**config.mk**
```make
export PLATFORM = sky130hd
export DESIGN_NAME = aes_blk_packer
export DESIGN_NICKNAME = d
export VERILOG_FILES = /design/src/rtl/aes_blk_packer.sv
export SDC_FILE = /design/constraint.sdc
export NUM_CORES = 1
export LEC_CHECK = 0
export CORE_MARGIN = 2
export CORE_UTILIZATION = 51
export CTS_BUF_LIST = sky130_fd_sc_hd__clkbuf_8 sky130_fd_sc_hd__clkbuf_16
export DETAILED_ROUTE_END_ITERATION = 10
export HOLD_SLACK_MARGIN = 0.06
export PLACE_DENSITY = 0.86
export REMOVE_ABC_BUFFERS = 1
export SETUP_SLACK_MARGIN = 0.5
export SLEW_MARGIN = 20
export SYNTH_ARGS = -nofsm -noshare
export SYNTH_HDL_FRONTEND = slang
export SYNTH_SLANG_ARGS = --single-unit
```
**constraint.sdc**
```tcl
create_clock -name clk -period 5.8 [get_ports clk]
set_input_delay 1.16 -clock clk [delete_from_list [all_inputs] [get_ports clk]]
set_output_delay 1.16 -clock clk [all_outputs]
set_load 0.01 [all_outputs]
```
**src/rtl/aes_blk_packer.sv**
```systemverilog
// aes_blk_packer: packs a 32-bit word stream into 128-bit blocks for the AES
// core input port. Messages are closed with PKCS#7 padding at word
// granularity (or zero fill when PAD_EN=0). Each block is then held on a
// valid/ready port until the core accepts it.
module aes_blk_packer #(
  parameter int unsigned PAD_EN = 1
) (
  input  logic         clk,
  input  logic         rst_n,
  input  logic         flush,
  input  logic         s_vld,
  input  logic [31:0]  s_data,
  input  logic         s_last,
  output logic         s_rdy,
  output logic         m_vld,
  output logic [127:0] m_data,
  output logic         m_last,
  input  logic         m_rdy,
  output logic [15:0]  blk_cnt
);

  typedef enum logic [1:0] {
    FILL = 2'd0,
    HOLD = 2'd1,
    PAD  = 2'd2
  } state_e;

  state_e         state_q, state_d;
  logic [1:0]     widx_q, widx_d;
  logic [127:0]   data_q, data_d;
  logic           last_q, last_d;
  logic           pad_pend_q, pad_pend_d;
  logic [15:0]    blk_cnt_q, blk_cnt_d;

  // Pad byte for a message closing at word index widx: 4 * (3 - widx),
  // i.e. 0x0C/0x08/0x04 for 1/2/3 words already in the block.
  logic [1:0]     widx_inv;
  logic [7:0]     pad_byte;
  logic [31:0]    pad_word;

  assign widx_inv = 2'd3 - widx_q;
  assign pad_byte = {4'h0, widx_inv, 2'b00};
  assign pad_word = (PAD_EN != 0) ? {4{pad_byte}} : 32'h0;

  assign s_rdy   = (state_q == FILL) & ~flush;
  assign m_vld   = (state_q == HOLD) | (state_q == PAD);
  assign m_data  = data_q;
  assign m_last  = last_q;
  assign blk_cnt = blk_cnt_q;

  // Next-state, block assembly, padding and handoff counting.
  always_comb begin
    state_d    = state_q;
    widx_d     = widx_q;
    data_d     = data_q;
    last_d     = last_q;
    pad_pend_d = pad_pend_q;
    blk_cnt_d  = blk_cnt_q;

    if (flush) begin
      // Abort wins over everything: any partial or presented block is lost.
      state_d    = FILL;
      widx_d     = 2'd0;
      pad_pend_d = 1'b0;
      last_d     = 1'b0;
    end else begin
      unique case (state_q)
        FILL: begin
          if (s_vld) begin
            for (int i = 0; i < 4; i++) begin
              if (i == int'(widx_q)) begin
                data_d[32*(3-i) +: 32] = s_data;
              end else if (s_last && (i > int'(widx_q))) begin
                data_d[32*(3-i) +: 32] = pad_word;
              end
            end
            if (s_last) begin
              state_d = HOLD;
              widx_d  = 2'd0;
              if ((widx_q == 2'd3) && (PAD_EN != 0)) begin
                // Block-aligned message end: an extra full pad block follows.
                last_d     = 1'b0;
                pad_pend_d = 1'b1;
              end else begin
                last_d = 1'b1;
              end
            end else if (widx_q == 2'd3) begin
              state_d = HOLD;
              widx_d  = 2'd0;
              last_d  = 1'b0;
            end else begin
              widx_d = widx_q + 2'd1;
            end
          end
        end

        HOLD: begin
          if (m_rdy) begin
            blk_cnt_d = blk_cnt_q + 16'd1;
            if (pad_pend_q) begin
              state_d = PAD;
              data_d  = {16{8'h10}};
              last_d  = 1'b1;
            end else begin
              state_d = FILL;
              last_d  = 1'b0;
            end
          end
        end

        PAD: begin
          if (m_rdy) begin
            blk_cnt_d  = blk_cnt_q + 16'd1;
            pad_pend_d = 1'b0;
            state_d    = FILL;
            last_d     = 1'b0;
          end
        end

        default: begin
          state_d = FILL;
          widx_d  = 2'd0;
          last_d  = 1'b0;
        end
      endcase
    end
  end

  // State register.
  always_ff @(posedge clk or negedge rst_n) begin
    if (!rst_n) begin
      state_q <= FILL;
    end else begin
      state_q <= state_d;
    end
  end

  // Datapath and bookkeeping registers; all return to zero on reset.
  always_ff @(posedge clk or negedge rst_n) begin
    if (!rst_n) begin
      widx_q     <= 2'd0;
      data_q     <= 128'h0;
      last_q     <= 1'b0;
      pad_pend_q <= 1'b0;
      blk_cnt_q  <= 16'h0;
    end else begin
      widx_q     <= widx_d;
      data_q     <= data_d;
      last_q     <= last_d;
      pad_pend_q <= pad_pend_d;
      blk_cnt_q  <= blk_cnt_d;
    end
  end

endmodule
```
Yosys cells after proc, flatten, opt, wreduce, memory -nomap -nowiden
Cells that the tools add are included.
W data, S select, Z words.

storage, ports and cells
  logic and storage cells = 92
  bits in registers = 150
  output and inout bits = 147

operators by class
  equality and inequality tests = 20
  mux-type cells = 38
  magnitude comparators = 3
  reduce and logical (&&, ||, !) cells = 16
  add/subtract/negate cells = 3
  bitwise gates (word level) = 3

operator list
  kind                     number
  $mux W128                3
  $pmux W128 S2            1
  $mux W32                 7
  $reduce_and A6 Y1        4
  $mux W2                  11
  $add A16 B1 Y16 const B  1
  $mux W1                  12
  $ne A3 B3 Y1 const B     4
  $ne A3 B1 Y1 const B     3
  $ne A2 B2 Y1 const B     3
  $pmux W2 S3              1
  $reduce_and A5 Y1        1
  $eq A2 B2 Y1 const A     2
  $eq A2 B2 Y1 const B     2
  $gt A2 B2 Y1 const A     2
  $logic_not A2 Y1         2
  $ne A2 B1 Y1 const B     2
  $ne A4 B3 Y1 const B     1
  $pmux W2 S2              1
  $reduce_and A4 Y1        1
  $logic_and A1 B1 Y1      3
  $ne A3 B2 Y1 const B     1
  $pmux W1 S3              1
  $reduce_and A3 Y1        1
  13 further kinds         13

Logic depth before layout (Yosys ltp)
  depth in word-level cells = 6
  depth in mapped cells = 9

Worst setup path before layout
Ideal clock, no wire load.

  path type = input port to output port
  start point = input port flush
  end point = output port s_rdy
  required time = 4.640 ns
  slack = 3.140 ns
  arrival time = 1.500 ns
  stages = 2
  cell sequence = clkbuf_1 > nor2_1

on the way
  word-level cells in the longest chain between the ends = 2

RTL lines
  element                      line  source
  start, declared              10    input logic flush,
  $not A1 Y1 (no source line)  -
  $and A1 B1 Y1                45    assign s_rdy = (state_q == FILL) & ~flush;
  end, declared                14    output logic s_rdy,

Every way passes these cells.

Final worst setup path
Ends and elaborated chain as after synthesis.

==> flow_summary_export.csv <==
group,metric,value,unit
timing,finalHoldViolCount,0,
synthesis,synth_top_cell_by_area,"dfrtp_1",
final_layout,nets,861,
synthesis,netlist_top_cells_area,"dfrtp_1 58%, nand2_1 7.0%, o21ai_0 5.5%",
final_layout,multi_input_area,0.00241,mm2
detailed_routing,wl,18200,um
floorplanning,start_util,51.8,%
job,max_cap_viol_count,0,
grt,grt_pass1_wl,28600,um
synthesis,async_flop_share,100,%
detailed_routing,vias_per_cell,5.50,
clocking,htreeDepth,4,
setup_path,end_kind,"output pin",
timing,rsz0062_at_grt,"no",
synthesis,synth.avg_cell_area,10.1,um2
synthesis,synth.cell_area,0.00651,mm2
final_layout,fin_cells,996,
final_layout,num-fill-cells,857,
grt,track_usage,27.4,%
detailed_routing,wire_per_inst,18.3,um
final_layout,drive_above_1_share,5.95,%
clocking,clockBufferDepth,2,
clocking,clock-sinks,150,
floorplanning,fp.dieH,117,um
setup_path,cp.arrival,2480,ps
floorplanning,placementRows,41,
detailed_routing,ant_nets,0,
run_status,status,"finished clean",
detailed_routing,vias,5477,
power,p_int,2.50,mW
power,combPwrFrac,27.4,%
hold_path,worstHoldEndpoint,"blk_cnt[15]$_DFFE_PN0P_",
power,p_switching,1.02,mW
timing,period_share,62.8,%
power,p_per_area,389,mW/mm2
placed_design,numPortBuffers,184,
grt,grt_max_degree,100,
placed_design,dpl_worst_slack,2110,ps
final_layout,area_delta_synth_final,38.8,%
floorplanning,dieArea,0.0137,mm2
detailed_routing,first_pass_iters,5,
timing,drv_slew,0,
detailed_routing,drt_drc_violations_left,0,
floorplanning,core,0.0126,mm2
synthesis,yosysWarningCount,0,
timing,fmax,274,MHz
timing,setup_viol,0,
synthesis,synthDistinctLibCells,46,
setup_path,worstReg2RegEnd,"m_data[21]$_DFFE_PN0P_",
final_layout,antenna_cells,0,
power,leakage,3.97,nW
clocking,clk_root_buffer_cell,"clkbuf_16",
placed_design,hpwl,12000,um
grt,antenna_found_initial,0,
power,power_frac_clock,33.0,%
hold_path,worstHoldPathType,"reg2reg",
setup_path,rrSetupSlack,2330,ps
setup_path,required,4640,ps
synthesis,yosysTopAreaCellShare,57.6,%
placed_design,dp_cells,964,
clocking,cts_buffers,17,
floorplanning,io_pins,185,
placed_design,gp_congestion,0.817,
grt,grt_pass1_vias,5631,
clocking,path_clk_slew,60,ps
timing,slew_headroom,39.3,%
final_layout,register_area,0.00375,mm2
timing,fin_skew,6.57,ps
timing,setup_ws,2160,ps
setup_path,path_max_fanout,11,
synthesis,yosysSeqAreaShare,57.6,%
power,peakVddDrop,259,uV
setup_path,reg2reg_from,"state_q[1]$_DFFE_PN0P_",
timing,tightest_slew,911,ps
power,swShare,29.1,%
synthesis,synthFlopType,"dfrtp_1",
clocking,cts_setup_buffers,0,
setup_path,startpoint_type,"primary input",
floorplanning,die_w,117,um
clocking,cts_hold_buf,0,
synthesis,synth_cells,646,
synthesis,synth-edff-count,0,
synthesis,synth_seq_cells,150,
clocking,clk_latency,420,ps
clocking,cts-resized-gates,0,
hold_path,hold_start,"blk_cnt[15]$_DFFE_PN0P_",
power,p_seq_share,39.6,%
timing,setup_tns,0,ps
setup_path,worstRegToRegCells,7,
clocking,cts_tree,"done",
setup_path,crit_type,"in2out",
timing,min_period,3640,ps
grt,overflow,0,
hold_path,worstHoldPathCells,1,
detailed_routing,detail_route.iter0.violations,556,
[cells in the mapped netlist, types with 6 or more instances]
| cell type | number |
|---|---|
| a21o_1 | 6 |
| a21oi_1 | 29 |
| buf_2 | 12 |
| clkbuf_1 | 19 |
| dfrtp_1 | 150 |
| ha_1 | 11 |
| inv_1 | 40 |
| mux2i_1 | 20 |
| nand2_1 | 121 |
| nand2b_1 | 20 |
| nand3b_1 | 9 |
| nor2_1 | 38 |
| o21ai_0 | 72 |
| o31ai_1 | 30 |
| xnor2_1 | 14 |
[cell type report]
class | count | area share, %
sequential | 150 | 41.5
multi-input combinational | 414 | 26.7
timing repair buffer | 188 | 20.9
clock buffer | 18 | 4.86
tap | 172 | 2.38
clock inverter | 13 | 2.01
inverter | 41 | 1.70
[cells in the final DEF, fill, tap and decap left out, types with 2 or more instances in the layout]
cell type and count:
clkdlybuf4s50_1 183, dfrtp_1 150, nand2_1 121, o21ai_0 72, inv_1 40, nor2_1 38, o31ai_1 30, a21oi_1 29
nand2b_1 20, mux2i_1 20, clkbuf_16 17, xnor2_1 14, ha_1 10, nand3b_1 9, a21o_1 6, nand3_1 5
nand4_1 4, o31ai_2 4, clkinv_2 4, bufinv_16 4, nor2b_1 3, clkinv_4 3, buf_4 3, a211oi_1 2
o21bai_1 2, a2111o_2 2, mux2_2 2, a221oi_1 2, clkinvlp_4 2
[critical path, cell delays in order]
cell and delay [ps]:
clkdlybuf4s50_1 600, nor2_1 180, clkdlybuf4s50_1 550
[power groups by stage]
stage	Combinational, mW	Clock, mW	Sequential (mW)
5_1_grt	1.04	1.22	1.42
3_3_place_gp	0.924	0	1.40
6_report	0.964	1.16	1.39
2_1_floorplan	0.282	0	1.49
3_5_place_dp	0.962	0	1.41
4_1_cts	0.969	1.17	1.39
[how the worst max path moves through the flow]
stage / from / cells past startpoint / slack (ps) / end
after CTS: flush / 3 / 2170 / s_rdy
after global placement: flush / 3 / 2190 / s_rdy
after detailed placement: flush / 5 / 2110 / m_data[21]$_DFFE_PN0P_
after global routing: state_q[1]$_DFFE_PN0P_ / 6 / 2080 / m_data[28]$_DFFE_PN0P_
after floorplan: state_q[1]$_DFFE_PN0P_ / 5 / 1920 / m_data[101]$_DFFE_PN0P_
final: flush / 3 / 2160 / s_rdy
[logic make-up after synthesis]
family                   Yosys count  synth area share [%]
multiplexers                      22                  3.42
XOR/XNOR                          15                  2.02
AND/OR/NAND/NOR                  213                  14.8
buffers and inverters             82                  5.48
adder cells (fa/ha/maj)           11                  2.11
AO/OA/AOI/OAI                    153                  14.5
flip-flops                       150                  57.6
[metal layers]
layer / vias to the layer above / track usage [%] / wire (um)
met1: 2723 / 33.1 / 7230
li1: 2502 / - / -
met2: 210 / 46.7 / 9260
met3: 42 / 7.52 / 1220
met4: 0 / 10.9 / 514
met5: - / 0 / 0
[sequential cells by signal, indices dropped and copies added, names as in the netlist]
name	count
widx_q	2
blk_cnt	16
pad_pend_q	1
m_last	1
state_q	2
m_data	128
[stage by stage]
step,utilization (%),power (mW),hold WS [ps],instance area [um2]
final,71.9,3.52,479,9040
after CTS,71.7,3.53,480,9020
after global routing,71.9,3.68,501,9040
after global placement,66.8,2.32,460,8400
after detailed placement,66.8,2.37,467,8400
after floorplan,-,1.77,508,6310
(Power assumes the default switching activity.)
==> patch 1 (same flow settings) <==
Encoding of `state_e`: now one-hot (3 bits for 3 states).
--- a/src/rtl/aes_blk_packer.sv
+++ b/src/rtl/aes_blk_packer.sv
@@ -19,10 +19,10 @@
   output logic [15:0]  blk_cnt
 );
 
-  typedef enum logic [1:0] {
-    FILL = 2'd0,
-    HOLD = 2'd1,
-    PAD  = 2'd2
+  typedef enum logic [2:0] {
+    FILL = 3'b001,
+    HOLD = 3'b010,
+    PAD  = 3'b100
   } state_e;
 
   state_e         state_q, state_d;
Formal check against the unedited RTL: same outputs for any inputs over 4 cycles, from zero or initial values and one cycle with rst_n low; so few cycles prove little.
==> patch 1 against the unedited design <==
Worst setup slack got worse by 0.54 ns. Total power decreased by 7.1%. Routed wire length increased by 3.4%. Combinational power decreased by 19%. Sequential cell count increased by 1. Sequential share of layout area decreased by 1.9 points. Count of clock-buffer cells in the layout increased by 2. Area after synthesis increased by 6.8%. Design area increased by 5.5%. Critical path type unchanged. Critical endpoint unchanged. Largest cell class unchanged. Largest power group unchanged. Highest routed layer unchanged.
==> patch 1: results (changes against the unedited design) <==
grt_pass1_vias: 5901  # +4.8%
buf_share: 0.199  # -0.00979
wire_per_inst_um: 18.8  # +2.7%
num-clock-buffers: 20  # +2
grt_pass1_wl_mm: 30.1  # +5.2%
area_share_clock_buf_inv: 0.0652  # -0.00344
yosysSeqAreaShare: 0.544  # -0.0327
gp_congestion: 0.849  # +3.9%
routed_wl_mm: 18.8  # +3.4%
synthAdderAreaFrac: 0.0108  # -0.0103
switching_power_uw: 871  # -15%
synth_commonest_cells: "dfrtp_1 (150), inv_1 (81), mux2_2 (51), nand2_1 (47), mux2i_1 (42)"
critical_path_arrival_ns: 3.03  # +0.55 ns
initialDrtViolationCount: 494  # -11%
dpl.hpwl_mm: 12.5  # +4.8%
synthXorXnorAreaFrac: 0.0214  # +0.00124
status: "finished clean"
seq_area_um2: 3780  # +0.70%
critPathMaxFanout: 8  # -3
pre_cts_ws_ns: 1.63  # -0.483 ns
dpl-instance-area_um2: 8900  # +6.0%
post-route-util: 0.717  # -0.00205
p_leak_nw: 4.45  # +12%
relSlewSlack: 0.342  # -0.0511
nMultiInputCombCells: 372  # -10%
final_max_slew_viol_count: 0  # unchanged
clk_pin_slew_ns: 0.06  # about the same
root_buffer: "clkbuf_16"
syn_inst: 645  # -0.15%
multi_input_area_um2: 2710  # +12%
buffers: 191  # +1.6%
whs_ns: 0.485  # +0.00633 ns
fin_ws_ns: 1.61  # -0.543 ns
yosysUniqueCellTypes: 49  # +6.5%
critPathSlowestCell: "or4b_4"
cp-endpoint: "s_rdy"
drive_gt1_frac: 0.121  # +0.0615
placedCellCount: 972  # +0.83%
synth_area_leaders: "dfrtp_1 (54%), mux2_2 (8.3%), mux2i_1 (6.0%)"
track_usage: 0.267  # -0.00658
clock-sinks: 151  # +0.67%
finClkSkew_ns: 0.00730  # +0.000729 ns
synth_top_family_by_area: "multiplexers"
num_rows: 42  # +2.4%
ys_warn_count: 0  # unchanged
vias: 5657  # +3.3%
setup.reg_to_reg.worst_slack_ns: 2.68  # +0.35 ns
cp_top_family: "buffers and inverters"
synthMuxAreaShare: 0.156  # +0.122
r2r-start: "widx_q[0]"
fill_cells: 936  # +9.2%
final_nets: 859  # -0.23%
peakVddDrop_v: 0.000235  # -9.4%
reg2reg_depth: 6  # -1
synth_compound_area_frac: 0.0664  # -0.0790
grt_start_max_net_pins: 102  # +2.0%
num-nonclk-inverters: 82  # +100%
r2r_end: "m_data[35]"
patch 1: worst min-delay path by stage:
stage,from,end,cells past startpoint
2_1_floorplan,blk_cnt[15],blk_cnt[15],1
3_3_place_gp,blk_cnt[15],blk_cnt[15],1
3_5_place_dp,m_data[31],m_data[31],1
4_1_cts,m_data[31],m_data[31],1
5_1_grt,m_data[31],m_data[31],1
6_report,m_data[31],m_data[31],1
patch 1: per-layer routing:
layer,GRT usage,part of all wire,vias up
met5,0,0,-
met1,0.330,0.40,2832
li1,-,-,2518
met4,0.147,0.040,0
met2,0.438,0.50,246
met3,0.0566,0.062,61
patch 1: power groups by stage:
stage	Combinational, mW	Sequential [mW]	Clock (mW)
floorplan	0.230	1.41	0
global placement	0.757	1.33	0
detailed placement	0.783	1.34	0
CTS	0.790	1.33	1.17
global route	0.840	1.35	1.21
finish	0.782	1.33	1.16
==> patch 2 (same flow settings) <==
Made on the original files. `PAD_EN`: 1 -> 0.
--- a/src/rtl/aes_blk_packer.sv
+++ b/src/rtl/aes_blk_packer.sv
@@ -3,7 +3,7 @@
 // granularity (or zero fill when PAD_EN=0). Each block is then held on a
 // valid/ready port until the core accepts it.
 module aes_blk_packer #(
-  parameter int unsigned PAD_EN = 1
+  parameter int unsigned PAD_EN = 0
 ) (
   input  logic         clk,
   input  logic         rst_n,
Check against the original RTL: not equivalent (a bounded check fails within 4 cycles, from zero or initial values and one cycle with rst_n low).
==> patch 2 against the unedited design <==
Sequential cell count fell by 2. Synthesized cell count fell by 19%. Critical path depth did not move. Global-route usage fell by 0.58 points. Register-to-register slack improved by 1.2 ns. Area after synthesis fell by 10%. Via count fell by 13%. Worst setup slack got worse by 0.052 ns. Core utilization rose by 2.2 points. Count of clock-buffer cells in the layout rose by 1. Cell count fell by 14%. Routed wire length fell by 11%. Design area fell by 7.1%.
Power is not compared: it rests on default switching activity, and its combinational part moved more than twofold at a synthesized area within 25%.
==> patch 2: results (changes against the unedited design) <==
peakVddDrop_v: 0.000314
yosysUniqueCellTypes: 31  # -33%
synth_commonest_cells: "dfrtp_1 (148), nand2_1 (106), o21ai_0 (68), a22o_1 (60), nand2b_1 (30)"
fill_cells: 764  # -11%
clock_latency_ns: 0.42  # about the same
routed_wl_mm: 16.3  # -11%
grt_pass1_wl_mm: 26.0  # -9.1%
grt_start_max_net_pins: 110  # +10%
antenna_found_initial: 0  # unchanged
min_from: "m_data[118]"
synthFlopType: "dfrtp_1"
reg2reg_depth: 5  # -2
antennaDiodeCount: 0  # unchanged
htreeDepth: 4  # unchanged
finClkSkew_ns: 0.00652  # -0.0000519 ns
p_leak_nw: 3.68
numCtsBuffers: 17  # unchanged
async_reset_ff_frac: 1.00  # unchanged
cts_post_setup_buffers_inserted: 0  # unchanged
tightest_slew_ns: 1.12  # +0.206 ns
largest_reg_flops: 128  # unchanged
yosysSeqAreaShare: 0.633  # +0.0562
synth_area_leaders: "dfrtp_1 (63%), a22o_1 (9.0%), nand2_1 (6.8%)"
final_nets: 739  # -14%
grt_pass1_vias: 4969  # -12%
initialDrtViolationCount: 306  # -45%
startpoint: "flush"
r2r-start: "state_q[0]"
wire_per_inst_um: 19.1  # +4.3%
cts_resized: 0  # unchanged
holdPathStages: 2  # +1
critPathMaxFanout: 10  # -1
drive_gt1_frac: 0.0677  # +0.00823
ys_warn_count: 0  # unchanged
tns_ns: 0  # unchanged
syn_avg_cell_area_um2: 11.2  # +11%
synth-edff-count: 0  # unchanged
portBuffers: 184  # unchanged
dpl-instance-area_um2: 7800  # -7.1%
critical_path_arrival_ns: 2.54  # +0.06 ns
clk_pin_slew_ns: 0.06  # about the same
vias: 4775  # -13%
dpl.hpwl_mm: 10.3  # -14%
track_usage: 0.268  # -0.00577
pre_cts_ws_ns: 2.13  # +0.0160 ns
yosysMostFrequentCell: "dfrtp_1"
placedCellCount: 820  # -15%
first_pass_iters: 5  # unchanged
switching_power_uw: 701
root_buffer: "clkbuf_16"
cts_buffer_depth: 2  # unchanged
hold_path_class: "reg -> reg"
status: "finished clean"
gp_congestion: 0.805  # -1.5%
## patch 2: cell types whose count changed after synthesis, sizes merged, moves of 14 or more
cell | unedited run | this run
mux2i | 20 | 0
nor2 | 38 | 9
nand2 | 121 | 106
a21oi | 29 | 15
inv | 40 | 2
a22o | 0 | 60
o31ai | 34 | 0
## patch 2: power by group through the flow
stage                     Clock [mW]  Sequential [mW]  Combinational, mW
after floorplan                    0             1.25              0.108
after global placement             0             1.21              0.431
after detailed placement           0             1.21              0.446
after CTS                       1.09             1.20              0.451
after global routing            1.13             1.21              0.481
final                           1.08             1.20              0.446
## patch 2: worst paths after layout
check                                    to  slack, ns
worst max-delay path                  s_rdy       2.10
worst min-delay path            m_data[118]       0.48
worst max register to register   m_data[22]       3.48
worst min register to register  m_data[118]       0.48
max in group asynchronous        m_data[66]       3.81
min in group asynchronous       blk_cnt[12]       0.89
## patch 2: metal layers
metal  global-route usage  routed length (um)  vias up
met1                0.327                6560     2386
met4                0.119                 410        0
met3               0.0815                1170       40
met2                0.443                8110      198
met5                    0                   0        -
li1                     -                   -     2151
## patch 2: final cells by class
cell class,count,area [um2],share of cell area
flip-flops and latches,148,3700,0.441
multi-input cells,338,2040,0.243
repair buffers,189,1880,0.224
clock buffers,19,453,0.0540
well taps,143,179,0.0213
clock inverters,13,134,0.0159
inverters,2,7.51,0.000894
## patch 2: cells by family after synthesis
kind of cell    share of synthesized area
flops                               0.633
fa+ha+maj                          0.0107
compound gates                      0.166
xor+xnor                           0.0224
simple gates                        0.143
buf+inv                            0.0250
## patch 2: metrics by stage
step           power [mW]  hold slack [ns]  utilization
2_1_floorplan        1.36            0.508            -
3_3_place_gp         1.64            0.462        0.689
3_5_place_dp         1.66            0.469        0.689
4_1_cts              2.74            0.482        0.741
5_1_grt              2.82            0.498        0.741
6_report             2.72            0.476        0.741
## patch 2: worst max-delay path: stages
cell	delay, ns
clkdlybuf4s50_1	0.60
nor2_1	0.21
clkdlybuf4s50_1	0.56
